**config.mk**
```make
export PLATFORM = sky130hd
export DESIGN_NAME = wb_sram16_bridge
export DESIGN_NICKNAME = d
export VERILOG_FILES = /design/src/rtl/wb_sram16_pkg.sv /design/src/rtl/wb_burst_adr_next.sv /design/src/rtl/wb_sram16_bridge.sv
export SDC_FILE = /design/constraint.sdc
export NUM_CORES = 1
export LEC_CHECK = 0
export ABC_AREA = 1
export ABC_CLOCK_PERIOD_IN_PS = 1900
export BUFFER_PORTS_ARGS = -buffer_cell sky130_fd_sc_hd__buf_2
export CORE_ASPECT_RATIO = 0.8
export CORE_MARGIN = 4
export CORE_UTILIZATION = 40
export DETAILED_ROUTE_END_ITERATION = 10
export PLACE_DENSITY_LB_ADDON = 0.2
export SLEW_MARGIN = 30
export SYNTH_ARGS = -nofsm -noshare
export SYNTH_HDL_FRONTEND = slang
export SYNTH_SLANG_ARGS = --single-unit
```
**constraint.sdc**
```tcl
create_clock -name wb_clk_i -period 1.9 [get_ports wb_clk_i]
set_input_delay 0.19 -clock wb_clk_i [delete_from_list [all_inputs] [get_ports wb_clk_i]]
set_output_delay 0.19 -clock wb_clk_i [all_outputs]
set_load 0.01 [all_outputs]
```
**src/rtl/wb_sram16_pkg.sv**
```systemverilog
// Shared types and Wishbone cycle/burst-type encodings for the 16-bit SRAM bridge.
package wb_sram16_pkg;

   typedef enum logic [1:0] {
      ST_IDLE = 2'd0,
      ST_LO   = 2'd1,
      ST_HI   = 2'd2
   } state_e;

   localparam logic [2:0] CTI_CLASSIC = 3'b000;
   localparam logic [2:0] CTI_INCR    = 3'b010;
   localparam logic [2:0] CTI_END     = 3'b111;

   localparam logic [1:0] BTE_LINEAR  = 2'b00;
   localparam logic [1:0] BTE_WRAP4   = 2'b01;
   localparam logic [1:0] BTE_WRAP8   = 2'b10;
   localparam logic [1:0] BTE_WRAP16  = 2'b11;

endpackage

```
**src/rtl/wb_burst_adr_next.sv**
```systemverilog
// Next beat address of a Wishbone incrementing burst: linear modulo 2^ADDRESS,
// wrap4/8/16 keep the upper bits and roll the low 2/3/4 bits.
module wb_burst_adr_next
   import wb_sram16_pkg::*;
#(
   parameter int ADDRESS = 18
) (
   input  logic [ADDRESS-1:0] adr_i,
   input  logic [1:0]         bte_i,
   output logic [ADDRESS-1:0] adr_o
);

   always_comb begin
      adr_o = adr_i + ADDRESS'(1);
      case (bte_i)
         BTE_WRAP4:  adr_o = {adr_i[ADDRESS-1:2], adr_i[1:0] + 2'd1};
         BTE_WRAP8:  adr_o = {adr_i[ADDRESS-1:3], adr_i[2:0] + 3'd1};
         BTE_WRAP16: adr_o = {adr_i[ADDRESS-1:4], adr_i[3:0] + 4'd1};
         default: ;
      endcase
   end

endmodule

```
**src/rtl/wb_sram16_bridge.sv**
```systemverilog
// Wishbone B3 32-bit slave to 16-bit asynchronous SRAM, low half then high half.
// Define WB_SRAM16_WRAP_EN to honour wrap4/8/16 bursts; otherwise they end after one beat.
module wb_sram16_bridge
   import wb_sram16_pkg::*;
#(
   parameter int ADDRESS = 18,
   parameter int WAITS   = 1
) (
   input  logic               wb_clk_i,
   input  logic               wb_rst_i,
   input  logic               wb_cyc_i,
   input  logic               wb_stb_i,
   input  logic               wb_we_i,
   input  logic [2:0]         wb_cti_i,
   input  logic [1:0]         wb_bte_i,
   input  logic [ADDRESS-1:0] wb_adr_i,
   input  logic [3:0]         wb_sel_i,
   input  logic [31:0]        wb_dat_i,
   output logic [31:0]        wb_dat_o,
   output logic               wb_ack_o,
   output logic [ADDRESS:0]   sram_adr_o,
   output logic [15:0]        sram_dat_o,
   input  logic [15:0]        sram_dat_i,
   output logic               sram_doe_o,
   output logic               sram_ce_no,
   output logic               sram_oe_no,
   output logic               sram_we_no,
   output logic [1:0]         sram_be_no
);

   localparam int            CW       = (WAITS > 1) ? $clog2(WAITS) : 1;
   localparam logic [CW-1:0] CNT_LOAD = CW'(WAITS - 1);

   state_e             state_q, state_d;
   logic [CW-1:0]      cnt_q, cnt_d;
   logic [ADDRESS-1:0] adr_q, adr_d;
   logic               we_q, we_d;
   logic [3:0]         sel_q, sel_d;
   logic [31:0]        wdat_q, wdat_d;
   logic [2:0]         cti_q, cti_d;
   logic [1:0]         bte_q, bte_d;
   logic               ack_q, ack_d;
   logic [31:0]        dat_q, dat_d;
   logic [ADDRESS:0]   sram_adr_q, sram_adr_d;
   logic [15:0]        sram_dat_q, sram_dat_d;
   logic               doe_q, doe_d;
   logic               ce_n_q, ce_n_d;
   logic               oe_n_q, oe_n_d;
   logic               we_n_q, we_n_d;
   logic [1:0]         be_n_q, be_n_d;

   logic [ADDRESS-1:0] adr_nxt;
   logic               burst_ok;
   logic               half_done;
   logic               is_hi;
   logic [1:0]         sel_half;

   wb_burst_adr_next #(.ADDRESS(ADDRESS)) u_adr_next (
      .adr_i (adr_q),
      .bte_i (bte_q),
      .adr_o (adr_nxt)
   );

`ifdef WB_SRAM16_WRAP_EN
   assign burst_ok = 1'b1;
`else
   assign burst_ok = (bte_q == BTE_LINEAR);
`endif

   always_comb begin
      state_d    = state_q;
      cnt_d      = cnt_q;
      adr_d      = adr_q;
      we_d       = we_q;
      sel_d      = sel_q;
      wdat_d     = wdat_q;
      cti_d      = cti_q;
      bte_d      = bte_q;
      ack_d      = 1'b0;
      dat_d      = dat_q;
      sram_adr_d = sram_adr_q;
      sram_dat_d = sram_dat_q;
      ce_n_d     = 1'b1;
      oe_n_d     = 1'b1;
      we_n_d     = 1'b1;
      be_n_d     = 2'b11;
      doe_d      = 1'b0;
      is_hi      = 1'b0;
      sel_half   = 2'b00;
      half_done  = (cnt_q == '0);

      case (state_q)
         ST_IDLE: begin
            if (wb_cyc_i && wb_stb_i && !ack_q) begin
               adr_d  = wb_adr_i;
               we_d   = wb_we_i;
               sel_d  = wb_sel_i;
               wdat_d = wb_dat_i;
               cti_d  = wb_cti_i;
               bte_d  = wb_bte_i;
               cnt_d  = CNT_LOAD;
               if (!wb_we_i || wb_sel_i[1:0] != 2'b00) begin
                  state_d = ST_LO;
               end else if (wb_sel_i[3:2] != 2'b00) begin
                  state_d = ST_HI;
               end else begin
                  ack_d = 1'b1;
               end
            end
         end
         ST_LO: begin
            if (!wb_cyc_i) begin
               state_d = ST_IDLE;
            end else if (!half_done) begin
               cnt_d = cnt_q - CW'(1);
            end else begin
               cnt_d = CNT_LOAD;
               if (!we_q) dat_d[15:0] = sram_dat_i;
               if (we_q && sel_q[3:2] == 2'b00) begin
                  ack_d   = 1'b1;
                  state_d = ST_IDLE;
               end else begin
                  state_d = ST_HI;
               end
            end
         end
         ST_HI: begin
            if (!wb_cyc_i) begin
               state_d = ST_IDLE;
            end else if (!half_done) begin
               cnt_d = cnt_q - CW'(1);
            end else begin
               cnt_d = CNT_LOAD;
               ack_d = 1'b1;
               if (!we_q) dat_d[31:16] = sram_dat_i;
               // The master still presents the cti of the beat being acked, so an END
               // here stops the speculative fetch before it touches the SRAM.
               if (wb_stb_i && !we_q && burst_ok &&
                   cti_q == CTI_INCR && wb_cti_i == CTI_INCR) begin
                  state_d = ST_LO;
                  adr_d   = adr_nxt;
                  cti_d   = wb_cti_i;
                  bte_d   = wb_bte_i;
               end else begin
                  state_d = ST_IDLE;
               end
            end
         end
         default: state_d = ST_IDLE;
      endcase

      // SRAM pins are registered from the state being entered.
      if (state_d != ST_IDLE) begin
         is_hi      = (state_d == ST_HI);
         sel_half   = is_hi ? sel_d[3:2] : sel_d[1:0];
         ce_n_d     = 1'b0;
         sram_adr_d = {adr_d, is_hi};
         if (we_d) begin
            doe_d      = 1'b1;
            we_n_d     = 1'b0;
            be_n_d     = ~sel_half;
            sram_dat_d = is_hi ? wdat_d[31:16] : wdat_d[15:0];
         end else begin
            oe_n_d = 1'b0;
            be_n_d = 2'b00;
         end
      end
   end

   always_ff @(posedge wb_clk_i or negedge wb_rst_i) begin
      if (!wb_rst_i) begin
         state_q    <= ST_IDLE;
         cnt_q      <= '0;
         ack_q      <= 1'b0;
         dat_q      <= '0;
         sram_adr_q <= '0;
         sram_dat_q <= '0;
         doe_q      <= 1'b0;
         ce_n_q     <= 1'b1;
         oe_n_q     <= 1'b1;
         we_n_q     <= 1'b1;
         be_n_q     <= 2'b11;
      end else begin
         state_q    <= state_d;
         cnt_q      <= cnt_d;
         ack_q      <= ack_d;
         dat_q      <= dat_d;
         sram_adr_q <= sram_adr_d;
         sram_dat_q <= sram_dat_d;
         doe_q      <= doe_d;
         ce_n_q     <= ce_n_d;
         oe_n_q     <= oe_n_d;
         we_n_q     <= we_n_d;
         be_n_q     <= be_n_d;
      end
   end

   // Request fields are only consumed outside IDLE, after being loaded.
   always_ff @(posedge wb_clk_i) begin
      adr_q  <= adr_d;
      we_q   <= we_d;
      sel_q  <= sel_d;
      wdat_q <= wdat_d;
      cti_q  <= cti_d;
      bte_q  <= bte_d;
   end

   assign wb_dat_o   = dat_q;
   assign wb_ack_o   = ack_q;
   assign sram_adr_o = sram_adr_q;
   assign sram_dat_o = sram_dat_q;
   assign sram_doe_o = doe_q;
   assign sram_ce_no = ce_n_q;
   assign sram_oe_no = oe_n_q;
   assign sram_we_no = we_n_q;
   assign sram_be_no = be_n_q;

endmodule

```
==> flow_summary.json <==
{
  "layout.nets": 1072,
  "post-synth-top-count-cell": "nand2_1",
  "crit_fanout": 19,
  "crit_path_max_incr_delay_ns": 0.44,
  "timing.critical_path.max_delay_family": "simple AND/OR/NAND/NOR gates",
  "synthArstFlopShare": 0.559,
  "slew_violations": 0,
  "hold_path_depth": 3,
  "clock-skew-final_ns": 0.00856,
  "setup_ws_ns": 0.151,
  "post-route-drc-count": 0,
  "rsz0062_at_grt": "no",
  "synth_flop_cell": "dfrtp_1",
  "first_global_vias": 5341,
  "row_count": 39,
  "cellLeakagePower_nw": 4.37,
  "globalRoute.totalOverflow": 0,
  "firstDrtPassIters": 5,
  "global_route_wire_length_before_repair_um": 27100,
  "critical_path_buf_inv_count": 2,
  "root_buffer": "clkbuf_16",
  "place_worst_setup_slack_ns": 0.0314,
  "clock_tree.buffer_depth": 2,
  "path_common_cell": "nand2_1",
  "vias": 5533,
  "syn2layout_area_growth_pct": 35.4,
  "grt_antenna_before_repair": 1,
  "drt_wl_total_um": 16300,
  "yosysTopAreaCell": "dfrtp_1",
  "post-dp-hpwl_um": 11400,
  "die_width_um": 145,
  "worst_slew_pin_slew_ns": 0.530,
  "cp_cell_instances": "nor2_4 > nand2_1 > nor2_1 > nand4_2 > nand2_4 > nand2_4 > nand2_8 > inv_1 > buf_12 > nand2_1 > nand2_1",
  "seq_area_frac_synth": 0.526,
  "setup-tns-final_ns": 0,
  "grt_use_total": 0.195,
  "detail_route.iter0.violations": 318,
  "synth_cell_types": 36,
  "mappedNetlistNets": 865,
  "max_cap_viol_count": 0,
  "port_buffers": 153,
  "core_area_um2": 14500,
  "start_util": 0.414,
  "fmax_mhz": 572,
  "ctsHtreeMaxLevel": 4,
  "synthCells": 780,
  "detail-route-antenna-nets": 0,
  "clk_latency_ns": 0.42,
  "max-slew-margin-rel": 0.647,
  "tritoncts_clock_tree": "done",
  "post_route_cells_drive_above_1_share": 0.237,
  "status": "finished, final reports clean",
  "cell_with_the_largest_stage_delay_on_the_worst_path": "edfxtp_1",
  "fp.dieH_um": 118,
  "netlist_top_cells_count": "nand2_1, dfrtp_1, inv_1",
  "mappedNetlistArea_um2": 6010,
  "timing.critical_path.to_type": "flip-flop",
  "netlist_top_cells_area": "dfrtp_1, nand2_1, dfxtp_1",
  "vias_per_cell": 4.67,
  "synth_seq_cells": 136,
  "ir_worst_vdd_v": 0.000829,
  "antenna-diode-count": 0,
  "finalHoldViolCount": 0,
  "period_share": 0.921,
  "timing.critical_path.depth": 11,
  "synth_edf_count": 5,
  "layout_min_cycle_time_ns": 1.75,
  "timing_worst_setup_path_type": "flip-flop to flip-flop",
  "average_routed_wire_per_standard_cell_um": 13.7,
  "cts-buffers-inserted": 17,
  "syn_avg_cell_area_um2": 7.70,
  "globalplace.congestion": 0.845,
  "grt_max_degree": 39,
  "worst_r2r_path_depth": 11,
  "die_area_um2": 17100,
  "clkSlewWorstSetupHoldPaths_ns": 0.06,
  "synth.yosys.warnings": 0,
  "clock-sinks": 136,
  "critical_path_arrival_ns": 2.05,
  "design.portCount": 154,
  "sort_of_element_at_the_start_of_the_critical_path": "flip-flop",
  "power.density_nw_per_um2": 1710,
  "crit_required_ns": 2.20,
  "timing.final.setup_violations": 0,
  "yosys.area.top_type_share": 0.296,
  "worst_hold_path_type": "primary input to flip-flop"
}
layout by cell type (no fill, tap or decap), drive strengths merged:
master       netlist  layout
nand2            373     373
buf               14     181
dfrtp             71      71
inv               66      66
o21ai             57      57
dfxtp             55      55
nor2              40      40
nand3             38      38
dlygate4sd3        0      35
clkbuf            14      24
a22oi             16      16
nand4              9       9
edfxtp             5       5
dfstp              5       5
ha                 5       5
clkinv             1       5
clkinvlp           0       3
nand3b             3       3
nor3               3       3
o21bai             2       2
a21oi              1       1
xnor2              1       1
xor2               1       1
bufinv             0       1
worst paths after layout:
kind	slack, ns	from	endpoint
worst min register to register	0.45	wdat_q[11]	wdat_q[11]
min in group asynchronous	0.29	wb_rst_i	sram_dat_o[1]
worst max-delay path	0.15	bte_q[0]	sram_adr_o[5]
max in group asynchronous	1.00	wb_rst_i	sram_we_no
worst min-delay path	0.02	wb_dat_i[16]	wdat_q[16]
worst max register to register	0.15	bte_q[0]	sram_adr_o[5]
registers in the layout (all words and copies together) (netlist names), 3 cells and up:
signal      flops
adr_q          18
sram_dat_o     16
sram_adr_o     19
wb_dat_o       32
cti_q           3
wdat_q         32
sel_q           4
cell type report:
type | count | area, um2
clock buffer | 24 | 534
tap | 184 | 230
inverter | 67 | 268
clock inverter | 8 | 81.3
sequential | 136 | 3160
multi-input combinational | 549 | 2470
timing repair buffer | 216 | 1390
fill | 1336 | 6360
kinds of logic after synthesis:
family,synth area share
AO/OA/AOI/OAI,0.0714
adder cells (fa/ha/maj),0.0104
AND/OR/NAND/NOR,0.322
buffers and inverters,0.0675
XOR/XNOR,0.00292
flip-flops,0.526
worst reg2reg max path: stages (launching register included):
cell,delay (ns)
edfxtp_1,0.44
nor2_4,0.18
nand2_1,0.07
nor2_1,0.10
nand4_2,0.11
nand2_4,0.13
nand2_4,0.09
nand2_8,0.14
inv_1,0.10
buf_12,0.16
nand2_1,0.07
nand2_1,0.05
metal layers:
metal	GRT usage	wire length, um	up-vias
met5	0	12	-
met2	0.292	7080	171
li1	-	-	2855
met4	0.0528	133	2
met1	0.271	7900	2490
met3	0.0654	1130	15
report_power, final:
part	internal [mW]	switching, mW	leakage (nW)	total (mW)
combinational	2.14	3.36	2.60	5.50
clock	2.10	1.24	0.299	3.34
sequential	4.30	0.727	1.47	5.03
through the flow:
stage | std cells | utilization | area [um2] | power [mW] | hold slack [ns]
finish | 1184 | 0.561 | 8140 | 13.9 | 0.0161
global route | 1184 | 0.561 | 8140 | 15.0 | 0.0136
CTS | 1179 | 0.554 | 8040 | 13.8 | 0.000213
detailed placement | 1112 | 0.488 | 7070 | 10.3 | 0.200
global placement | 1112 | 0.488 | 7070 | 10.2 | 0.203
floorplan | 780 | - | 6010 | 8.40 | -0.106
repair_timing:
item,in CTS,in global routing
hold buffers,35,0
hold endpoints to repair,65,0
gates resized for setup,0,8
endpoints found under the setup margin,0,41
buffers inserted,0,5
Power figures use the tool's default switching activity.
